<file path="config.mk">
export PLATFORM = sky130hd
export DESIGN_NAME = multu_seq
export DESIGN_NICKNAME = d
export VERILOG_FILES = /design/src/rtl/multu_pkg.sv /design/src/rtl/multu_seq.sv
export SDC_FILE = /design/constraint.sdc
export NUM_CORES = 1
export LEC_CHECK = 0
export CAP_MARGIN = 10
export CORE_ASPECT_RATIO = 2
export CORE_MARGIN = 10
export CORE_UTILIZATION = 24
export DETAILED_ROUTE_END_ITERATION = 8
export SKIP_LAST_GASP = 1
export SYNTH_ARGS = -nofsm -noshare
export SYNTH_HDL_FRONTEND = slang
export SYNTH_SLANG_ARGS = --single-unit
</file>
<file path="constraint.sdc">
create_clock -name clk -period 3.23 [get_ports clk]
set_clock_uncertainty 0.15 [all_clocks]
set_input_delay 0.646 -clock clk [delete_from_list [all_inputs] [get_ports clk]]
set_output_delay 0.646 -clock clk [all_outputs]
set_load 0.01 [all_outputs]
</file>
<file path="src/rtl/multu_pkg.sv">
// Shared definitions for the sequential unsigned (optionally signed) multiplier:
// FSM state encoding, default operand width and iteration-counter width.
package multu_pkg;

   localparam int WIDTH_DEF = 32;

   function automatic int cnt_width(input int w);
      return $clog2(w) + 1;
   endfunction

   // Wide enough to hold WIDTH itself so the iteration count never wraps.
   localparam int CNT_W_DEF = cnt_width(WIDTH_DEF);

   typedef enum logic [1:0] {
      IDLE = 2'd0,
      BUSY = 2'd1,
      DONE = 2'd2
   } state_t;

endpackage

</file>
<file path="src/rtl/multu_seq.sv">
// Iterative shift-add multiplier: one partial-product step per BUSY cycle, product
// registered on entry to DONE. Define MULTU_SIGNED_EN to add the Signed port.
module multu_seq
   import multu_pkg::*;
#(
   parameter int WIDTH = WIDTH_DEF
) (
   input  logic               clk,
   input  logic               reset,
   input  logic               Start,
   input  logic [WIDTH-1:0]   SrcA,
   input  logic [WIDTH-1:0]   SrcB,
`ifdef MULTU_SIGNED_EN
   input  logic               Signed,
`endif
   output logic               Busy,
   output logic               Done,
   output logic [2*WIDTH-1:0] MultuAns
);

   localparam int CW = (WIDTH == WIDTH_DEF) ? CNT_W_DEF : cnt_width(WIDTH);
   localparam logic [CW-1:0] LAST_CNT = CW'(WIDTH - 1);

   state_t             state_reg, state_next;
   logic [CW-1:0]      cnt_reg;
   logic [WIDTH-1:0]   mcand_reg, mplr_reg;
   logic [2*WIDTH-1:0] acc_reg, ans_reg;
   logic [2*WIDTH-1:0] acc_next, product;
   logic [WIDTH:0]     sum;
   logic               accept, last;
`ifdef MULTU_SIGNED_EN
   logic               neg_reg;
`endif

   assign accept = Start && (state_reg != BUSY);
   assign last   = (state_reg == BUSY) && (cnt_reg == LAST_CNT);

   // Carry out of the upper-half add is kept and shifted back into the MSB.
   always_comb begin
      sum      = {1'b0, acc_reg[2*WIDTH-1:WIDTH]} + (mplr_reg[0] ? {1'b0, mcand_reg} : '0);
      acc_next = (2*WIDTH)'({sum, acc_reg[WIDTH-1:0]} >> 1);
`ifdef MULTU_SIGNED_EN
      product  = neg_reg ? -acc_next : acc_next;
`else
      product  = acc_next;
`endif
   end

   always_comb begin
      state_next = state_reg;
      case (state_reg)
         IDLE:    if (Start) state_next = BUSY;
         BUSY:    if (last)  state_next = DONE;
         DONE:    state_next = Start ? BUSY : IDLE;
         default: state_next = IDLE;
      endcase
   end

   always_ff @(posedge clk or negedge reset) begin
      if (!reset) state_reg <= IDLE;
      else        state_reg <= state_next;
   end

   always_ff @(posedge clk or negedge reset) begin
      if (!reset) begin
         mcand_reg <= '0;
         mplr_reg  <= '0;
         acc_reg   <= '0;
         ans_reg   <= '0;
         cnt_reg   <= '0;
`ifdef MULTU_SIGNED_EN
         neg_reg   <= 1'b0;
`endif
      end else if (accept) begin
`ifdef MULTU_SIGNED_EN
         // Work on magnitudes; the sign is reapplied to the full-width result.
         mcand_reg <= (Signed && SrcA[WIDTH-1]) ? -SrcA : SrcA;
         mplr_reg  <= (Signed && SrcB[WIDTH-1]) ? -SrcB : SrcB;
         neg_reg   <= Signed && (SrcA[WIDTH-1] ^ SrcB[WIDTH-1]);
`else
         mcand_reg <= SrcA;
         mplr_reg  <= SrcB;
`endif
         acc_reg   <= '0;
         cnt_reg   <= '0;
      end else if (state_reg == BUSY) begin
         acc_reg  <= acc_next;
         mplr_reg <= mplr_reg >> 1;
         cnt_reg  <= cnt_reg + 1'b1;
         if (last) ans_reg <= product;
      end
   end

   assign Busy     = (state_reg == BUSY);
   assign Done     = (state_reg == DONE);
   assign MultuAns = ans_reg;

endmodule

</file>
Word-level counts from Yosys, hierarchy flattened. Cells that the tools add are included.

Word-level logic and storage cells: 32. Bits in registers: 200. Input bits: 67. Output and inout bits: 66.

Equal/unequal tests: 6. Reductions and logical operators: 6. Bitwise logic cells: 1. $add $sub $neg: 2. Mux-type cells: 11.

Operators with widths (count): $mux W64 (2); $mux W32 (3); $add A32 B32 Y33 (1); $mux W6 (2); $add A6 B1 Y6 const B (1); $eq A6 B5 Y1 const B (1); $pmux W2 S3 (1); $mux W2 (2); $ne A2 B1 Y1 const B (2); $reduce_and A3 Y1 (1); $eq A2 B1 Y1 const B (1); $eq A2 B2 Y1 const B (1); $logic_and A1 B1 Y1 (2); $logic_not A2 Y1 (1); $ne A2 B2 Y1 const B (1); $reduce_and A2 Y1 (1); $reduce_bool A2 Y1 (1); $mux W1 (1); $not A1 Y1 (1).

Logic depth before layout (Yosys ltp). Gate-level depths: netlist (run 1).

Depth in word-level cells: 4. Gate-level depth with buffers: 11. Gate-level depth less buffers: 10.

Worst setup path before layout (run 1). Ideal clock, no wire load.

Kind: flip-flop to flip-flop. Start: reg mplr_reg[0]. End: reg ans_reg[57] (netlist: MultuAns[57]). Period minus slack after synthesis: 2.887 ns. Stages on the path, launching flop included: 11. Required time: 2.953 ns. Arrival time: 2.610 ns. Slack: 0.343 ns. Buffers on the path: 1. Library setup time: 0.127 ns. Path through: dfrtp_1 -> clkbuf_1 -> and2_1 -> fa_1 -> a21o_1 -> a221oi_2 -> a311o_2 -> o211ai_2 -> a311oi_1 -> xor2_1 -> o21ai_1.

Longest elaborated chain between the ends: 2.

Ends and longest elaborated chain: start: declaration (RTL line multu_seq.sv:26) `logic [WIDTH-1:0] mcand_reg, mplr_reg;`; start signal: assignment (RTL line multu_seq.sv:82) `mplr_reg <= SrcB;`; start signal: assignment (RTL line multu_seq.sv:88) `mplr_reg <= mplr_reg >> 1;`; $mux W32 (RTL line multu_seq.sv:40) `sum = {1'b0, acc_reg[2*WIDTH-1:WIDTH]} + (mplr_reg[0] ? {1'b0, mcand_reg} : '0);`; $add A32 B32 Y33 (RTL line multu_seq.sv:40); end signal: assignment (RTL line multu_seq.sv:90) `if (last) ans_reg <= product;`; end: declaration (RTL line multu_seq.sv:27) `logic [2*WIDTH-1:0] acc_reg, ans_reg;`.

Every way passes these cells. A chain may end at the register's enable or synchronous reset.

Worst setup path after layout (run 1).
Start: reg mplr_reg[0]. End: reg acc_reg[62].

Longest elaborated chain between the ends: 4.

Ends and longest elaborated chain: $mux W32 (RTL line multu_seq.sv:40); $add A32 B32 Y33 (RTL line multu_seq.sv:40); $mux W64 (RTL line multu_seq.sv:86) `end else if (state_reg == BUSY) begin`; $mux W64 (RTL line multu_seq.sv:74) `end else if (accept) begin`; end signal: assignment (RTL line multu_seq.sv:87) `acc_reg <= acc_next;`; end: declaration (RTL line multu_seq.sv:27).

Every way passes these cells. The select of a mux whose other input is x is not followed.

==> flow_metrics.env, run 1 <==
export IMPL_min_period_ns=3.146
export IMPL_hold_viol_final=0
export IMPL_worstPathRequired_ns=3.39
export IMPL_hold_ws_ns=0.04889
export IMPL_p_clk_share_pct=22.3
export IMPL_grt_max_degree=109
export IMPL_grt_pass1_wl_um=45820
export IMPL_drcViolationCount=0
export IMPL_numClockSinks=199
export IMPL_fin_crit_sh_pct=97.41
export IMPL_startpoint_type="register"
export IMPL_final_common_cell="nand2_1"
export IMPL_crit_slowest_cell="dfrtp_2"
export IMPL_clk_path_buf_depth=2
export IMPL_num_vias=7758
export IMPL_dr_pass1_iters=4
export IMPL_numCtsBuffers=17
export IMPL_layout_common_cells="nand2_1 (274), dfrtp_1 (198), clkdlybuf4s50_1 (130), o21ai_0 (91), nand3_1 (67)"
export IMPL_synthToLayoutAreaGrowth_pct=28.48
export IMPL_cts_tree="yes"
export IMPL_nNetsFinal=1260
export IMPL_dieHeight_um=305.3
export IMPL_slew_headroom_pct=49.39
export IMPL_cp_max_fo=8
export IMPL_syn_area_um2=9771
export IMPL_combPwrFrac_pct=40.1
export IMPL_antenna_cells=0
export IMPL_cap_violations=0
export IMPL_p_total_w=0.009287
export IMPL_fp_row_count=104
export IMPL_wirelength_um=29700
export IMPL_worstSetupPathType="register to register"
export IMPL_p_per_area_nw_per_um2=739.8
export IMPL_synth_ff_type="dfrtp_1"
export IMPL_rsz0062_at_grt="true"
export IMPL_syn_inst=1046
export IMPL_synth_edf_count=0
export IMPL_intPower_w=0.005707
export IMPL_grt_usage_pct=11.84
export IMPL_grt_pass1_vias=8065
export IMPL_ys_ff_latch=199
export IMPL_largest_register_ffs=64
export IMPL_status="completed"
export IMPL_clk_pin_slew_ns=0.08
export IMPL_dp_hpwl_um=21430
export IMPL_die_width_um=162.7
export IMPL_p_switching_w=0.003580
export IMPL_drive_gt1_share_pct=11.10
export IMPL_yosysSeqAreaShare_pct=50.97
export IMPL_die_area_um2=49670
export IMPL_gr_total_overflow=0
export IMPL_fin_area_um2=12550
export IMPL_fin_setup_tns_ns=0
export IMPL_place_gp_congestion=0.8999
export IMPL_max_vdd_ir_drop_mv=0.2729
export IMPL_ys_types=52
export IMPL_clock_tree_root_cell="clkbuf_16"
export IMPL_syn_area_per_cell_um2=9.341
export IMPL_synth_warnings=0
export IMPL_antenna_found_initial=0
export IMPL_dpl_cell_area_um2=11770
export IMPL_setup_viol=0
export IMPL_power_frac_seq_pct=37.6
export IMPL_ant_nets=0
export IMPL_start_util_pct=24.30
export IMPL_path_cells="buf_12 > and2_1 > ha_1 > a21oi_1 > o21ai_0 > or3b_1 > o211a_1 > o31ai_1 > xor2_1 > o21ai_1"
export IMPL_core_area_um2=40210
export IMPL_pin_count=133
export IMPL_hold_class="input pin to asynchronous set/reset pin"
export IMPL_p_sw_share_pct=38.55
export IMPL_drv_slew=0
export IMPL_final_fill_count=4144
export IMPL_synthArstFlopShare_pct=100.0
export IMPL_max_freq_ghz=0.3178
export IMPL_drt_iter0_drc=481
export IMPL_leakage_nw=5.623
export IMPL_htreeDepth=4
export IMPL_viasPerCell=4.561
export IMPL_synth_nets=1147
export IMPL_io_buffers=132
export IMPL_worst_slew_pin_slew_ns=0.7581
export IMPL_end_kind="register"
export IMPL_clk_latency_ns=0.45
export IMPL_crit_arrival_ns=3.30
export IMPL_wire_per_inst_um=17.46
export IMPL_slowest_delay_ns=0.49
==> critical path, delay by kind of cell (launching register included) <==
family | cells | cell delay (ns)
and+or+nand+nor | 2 | 0.54
xor gates and xnor gates | 1 | 0.22
AOI/OAI and AO/OA | 5 | 1.10
DFF | 1 | 0.49
buffers and inverters | 1 | 0.18
adders and majority gates | 1 | 0.32
==> routing by layer <==
layer | part of all wire (%) | GRT usage [%] | up-vias
li1 | - | - | 3804
met4 | 3.5 | 4.674 | 0
met1 | 35 | 11.33 | 3743
met5 | 0 | 0 | -
met2 | 57 | 23.42 | 167
met3 | 4.1 | 2.531 | 44
==> power groups by stage <==
stage / clock network [W] / registers (W) / logic (W)
after floorplan: 0 / 0.00340 / 0.00240
after global placement: 0 / 0.00351 / 0.00339
after detailed placement: 0 / 0.00353 / 0.00345
after CTS: 0.00217 / 0.00348 / 0.00348
after global routing: 0.00226 / 0.00357 / 0.00414
final: 0.00208 / 0.00349 / 0.00372
==> stage by stage <==
step	setup slack (ns)	instances	util, %
after detailed placement	-0.01434	1666	29.26
after floorplan	0.3426	1046	-
after global placement	0.05825	1666	29.26
final	0.08368	1701	31.22
after global routing	-0.06492	1701	31.22
after CTS	0.01232	1697	30.69
==> Yosys cell counts (5+ instances only) <==
cell	instances	share of area, %
mux2_2	32	3.7
xor2_1	16	1.4
buf_1	13	0.50
o21ai_1	6	0.31
nand2_1	275	11
and2_1	34	2.2
a21o_1	14	1.1
o211ai_1	5	0.38
nand4_1	11	0.70
dfrtp_1	199	51
nand3_1	68	3.5
clkbuf_1	50	1.9
a21oi_1	36	1.8
nor2_1	31	1.2
a31oi_1	5	0.32
xnor2_1	11	0.99
mux2i_1	32	3.3
nor3_1	7	0.36
inv_1	6	0.23
o21ai_0	96	4.9
ha_1	33	4.2
and3_1	6	0.38
==> cell families (layout without fill, tap and decap cells) <==
kind of cell	count (synthesis)	count (layout)	share of synthesized area, %
buffers and inverters	73	198	2.843
adders and majority gates	34	34	4.431
xor gates and xnor gates	27	27	2.420
DFF	199	199	50.97
muxes	64	64	6.966
AOI/OAI and AO/OA	203	203	12.52
and+or+nand+nor	446	446	19.85
==> path summary, 6_finish.rpt <==
kind,cells after the start,slack (ns),to,start
max in group asynchronous,2,2.10,acc_reg[42],reset
hold reg to reg,2,0.32,MultuAns[8],MultuAns[8]
min in group clk,2,0.32,MultuAns[8],MultuAns[8]
hold / removal,1,0.05,mplr_reg[23],reset
setup / recovery,10,0.08,acc_reg[62],mplr_reg[0]
setup reg to reg,10,0.08,acc_reg[62],mplr_reg[0]
==> cell type report <==
cell class | count | area (µm²) | area share (%)
sequential | 199 | 4981 | 39.68
multi-input combinational | 774 | 4684 | 37.32
timing repair buffer | 160 | 1632 | 13.00
tap | 530 | 663.1 | 5.283
clock buffer | 21 | 480.5 | 3.827
clock inverter | 10 | 85.08 | 0.6778
inverter | 7 | 27.53 | 0.2193
==> repair_timing <==
item                                    CTS  global route
setup buffers                             0             2
endpoints found under the setup margin    3            21
cloned                                    0             2
resized for setup                         2            33
hold buffers                              0             0
pin swaps                                 0            15
Power figures use the tool's default switching activity.
==> run 2: changes to the inputs <==
- CORE_MARGIN: 10 -> 4
- SLEW_MARGIN: default -> 5
==> flow_metrics.env, run 2 (synthesis results as in run 1) <==
export IMPL_status="completed"
export IMPL_hold_class="register to register"
export IMPL_place_gp_congestion=0.8835
export IMPL_die_width_um=150.7
export IMPL_max_vdd_ir_drop_mv=0.2681
export IMPL_r2r_end="acc_reg[57]"
export IMPL_cap_violations=0
export IMPL_post_place_ws_ns=0.03375
export IMPL_final_common_cell="nand2_1"
export IMPL_min_to="MultuAns[10]"
export IMPL_drt_iter0_drc=341
export IMPL_dp_cells=1662
export IMPL_drive_gt1_share_pct=11.03
export IMPL_clk_path_buf_depth=2
export IMPL_p_clk_share_pct=24.0
export IMPL_r2r_slack_ns=0.09
export IMPL_combPwrFrac_pct=38.6
export IMPL_clk_latency_ns=0.45
export IMPL_finalWorstSetupSlack_ns=0.08513
export IMPL_crit_slowest_cell="dfrtp_2"
export IMPL_grt_pass1_vias=8281
export IMPL_end_kind="register"
export IMPL_pin_count=133
export IMPL_fp_row_count=104
export IMPL_setup_viol=0
export IMPL_fin_cells=1701
export IMPL_gr_total_overflow=0
export IMPL_core_area_um2=40210
export IMPL_clk_pin_slew_ns=0.07
export IMPL_wirelength_um=28480
export IMPL_drv_slew=0
export IMPL_dp_hpwl_um=20320
export IMPL_cp_max_fo=14
export IMPL_startpoint_type="register"
export IMPL_p_switching_w=0.003562
export IMPL_hold_viol_final=0
export IMPL_grt_pass1_wl_um=44390
export IMPL_grt_max_degree=100
export IMPL_numCtsBuffers=17
export IMPL_intPower_w=0.005813
export IMPL_io_buffers=132
export IMPL_worstSetupPathType="register to register"
export IMPL_drcViolationCount=0
export IMPL_numClockSinks=199
export IMPL_clock_tree_root_cell="clkbuf_16"
export IMPL_hp_start="MultuAns[10]"
export IMPL_crit_arrival_ns=3.29
export IMPL_worst_slew_pin_slew_ns=0.9871
export IMPL_worstPathRequired_ns=3.37
export IMPL_top_layer_used="met4"
export IMPL_dr_pass1_iters=6
export IMPL_layout_common_cells="nand2_1 (274), dfrtp_1 (198), clkdlybuf4s50_1 (130), o21ai_0 (95), nand3_1 (67)"
export IMPL_wl_met2_um=16580
export IMPL_leakage_nw=5.620
export IMPL_hold_depth=2
export IMPL_htreeDepth=4
export IMPL_synthToLayoutAreaGrowth_pct=28.58
export IMPL_die_area_um2=44200
export IMPL_min_period_ns=3.145
export IMPL_final_fill_count=4195
export IMPL_rsz0062_at_grt="true"
export IMPL_power_frac_seq_pct=37.4
export IMPL_ant_nets=0
export IMPL_path_cells="clkbuf_16 > and2_1 > ha_1 > a21oi_1 > nor2_1 > o211ai_1 > o211ai_4 > a311oi_2 > xor2_1 > o21ai_1"
export IMPL_fin_setup_tns_ns=0
export IMPL_fin_crit_sh_pct=97.36
export IMPL_num_vias=7676
export IMPL_cts_tree="yes"
export IMPL_viasPerCell=4.513
export IMPL_start_util_pct=24.30
export IMPL_wl_met1_um=10060
export IMPL_grt_usage_pct=13.02
export IMPL_largest_register_ffs=64
export IMPL_wire_per_inst_um=16.75
export IMPL_dieHeight_um=293.3
export IMPL_slowest_delay_ns=0.50
export IMPL_met3_wirelength_um=831
export IMPL_r2r_cells=10
export IMPL_nNetsFinal=1258
export IMPL_slew_headroom_pct=34.19
export IMPL_p_sw_share_pct=37.99
export IMPL_p_per_area_nw_per_um2=746.2
export IMPL_max_freq_ghz=0.3180
export IMPL_r2r_start="mplr_reg[0]"
export IMPL_antenna_found_initial=1
==> run 2: changes by cell type in the layout (fill, tap and decap cells not counted), sizes merged <==
cell / previous run / this run
clkinvlp: 1 / 2
clkbuf: 24 / 22
buf: 27 / 24
diode: 0 / 1
dlygate4sd3: 0 / 1
bufinv: 0 / 2
==> run 2: final cells by class <==
class / count / area (µm²) / share of cell area (%)
sequential: 199 / 4981 / 39.65
clock buffer: 19 / 452.9 / 3.605
clock inverter: 13 / 157.7 / 1.255
timing repair buffer: 158 / 1615 / 12.86
inverter: 7 / 27.53 / 0.2191
antenna: 1 / 2.502 / 0.01992
tap: 530 / 663.1 / 5.278
multi-input combinational: 774 / 4663 / 37.12
==> run 2: stage by stage <==
stage	hold slack, ns	total power, W	util, %	cell area [µm²]
after floorplan	0.2004	0.005803	-	9771
after global placement	0.3030	0.006890	29.19	11740
after detailed placement	0.3045	0.006957	29.19	11740
after CTS	0.3294	0.009265	30.73	12360
after global routing	0.3365	0.01008	31.25	12560
final	0.3207	0.009375	31.25	12560
==> run 2: worst max-delay path by stage <==
stage | startpoint | endpoint | slack, ns | cells after the start
detailed placement | mplr_reg[0] | acc_reg[47] | 0.03 | 11
floorplan | mplr_reg[0] | MultuAns[57] | 0.34 | 10
CTS | mplr_reg[0] | acc_reg[47] | 0.03 | 11
finish | mplr_reg[0] | acc_reg[57] | 0.09 | 10
global placement | mplr_reg[0] | acc_reg[49] | 0.04 | 11
global route | mplr_reg[0] | acc_reg[55] | -0.07 | 11
==> run 2: power by group through the flow <==
stage / Sequential (W) / Clock, W / Combinational (W)
after global routing: 0.00358 / 0.00243 / 0.00407
final: 0.00351 / 0.00225 / 0.00362
after detailed placement: 0.00354 / 0 / 0.00342
after floorplan: 0.00340 / 0 / 0.00240
after global placement: 0.00352 / 0 / 0.00337
after CTS: 0.00349 / 0.00234 / 0.00343
==> run 2: metal layers <==
layer  vias to the layer above  track usage (%)
met4                         0            5.802
met5                         -                0
met1                      3703            12.50
li1                       3785                -
met3                        48            2.762
met2                       140            25.72
==> run 2: repair_timing <==
| action | 4_1_cts | 5_1_grt |
|---|---|---|
| buffers inserted | 0 | 3 |
| endpoints found under the setup margin | 0 | 28 |
| hold buffers | 1 | 0 |
| endpoints found under the hold margin | 36 | 0 |
| gates resized for setup | 0 | 28 |
==> run 2: worst max-delay path, delay by kind of cell, from the launching register on <==
family	cells	cell delay [ns]
adder cells (fa/ha/maj)	1	0.37
XOR/XNOR	1	0.23
AND/OR/NAND/NOR	2	0.24
AO/OA/AOI/OAI	5	1.29
flip-flops	1	0.50
buffers and inverters	1	0.21
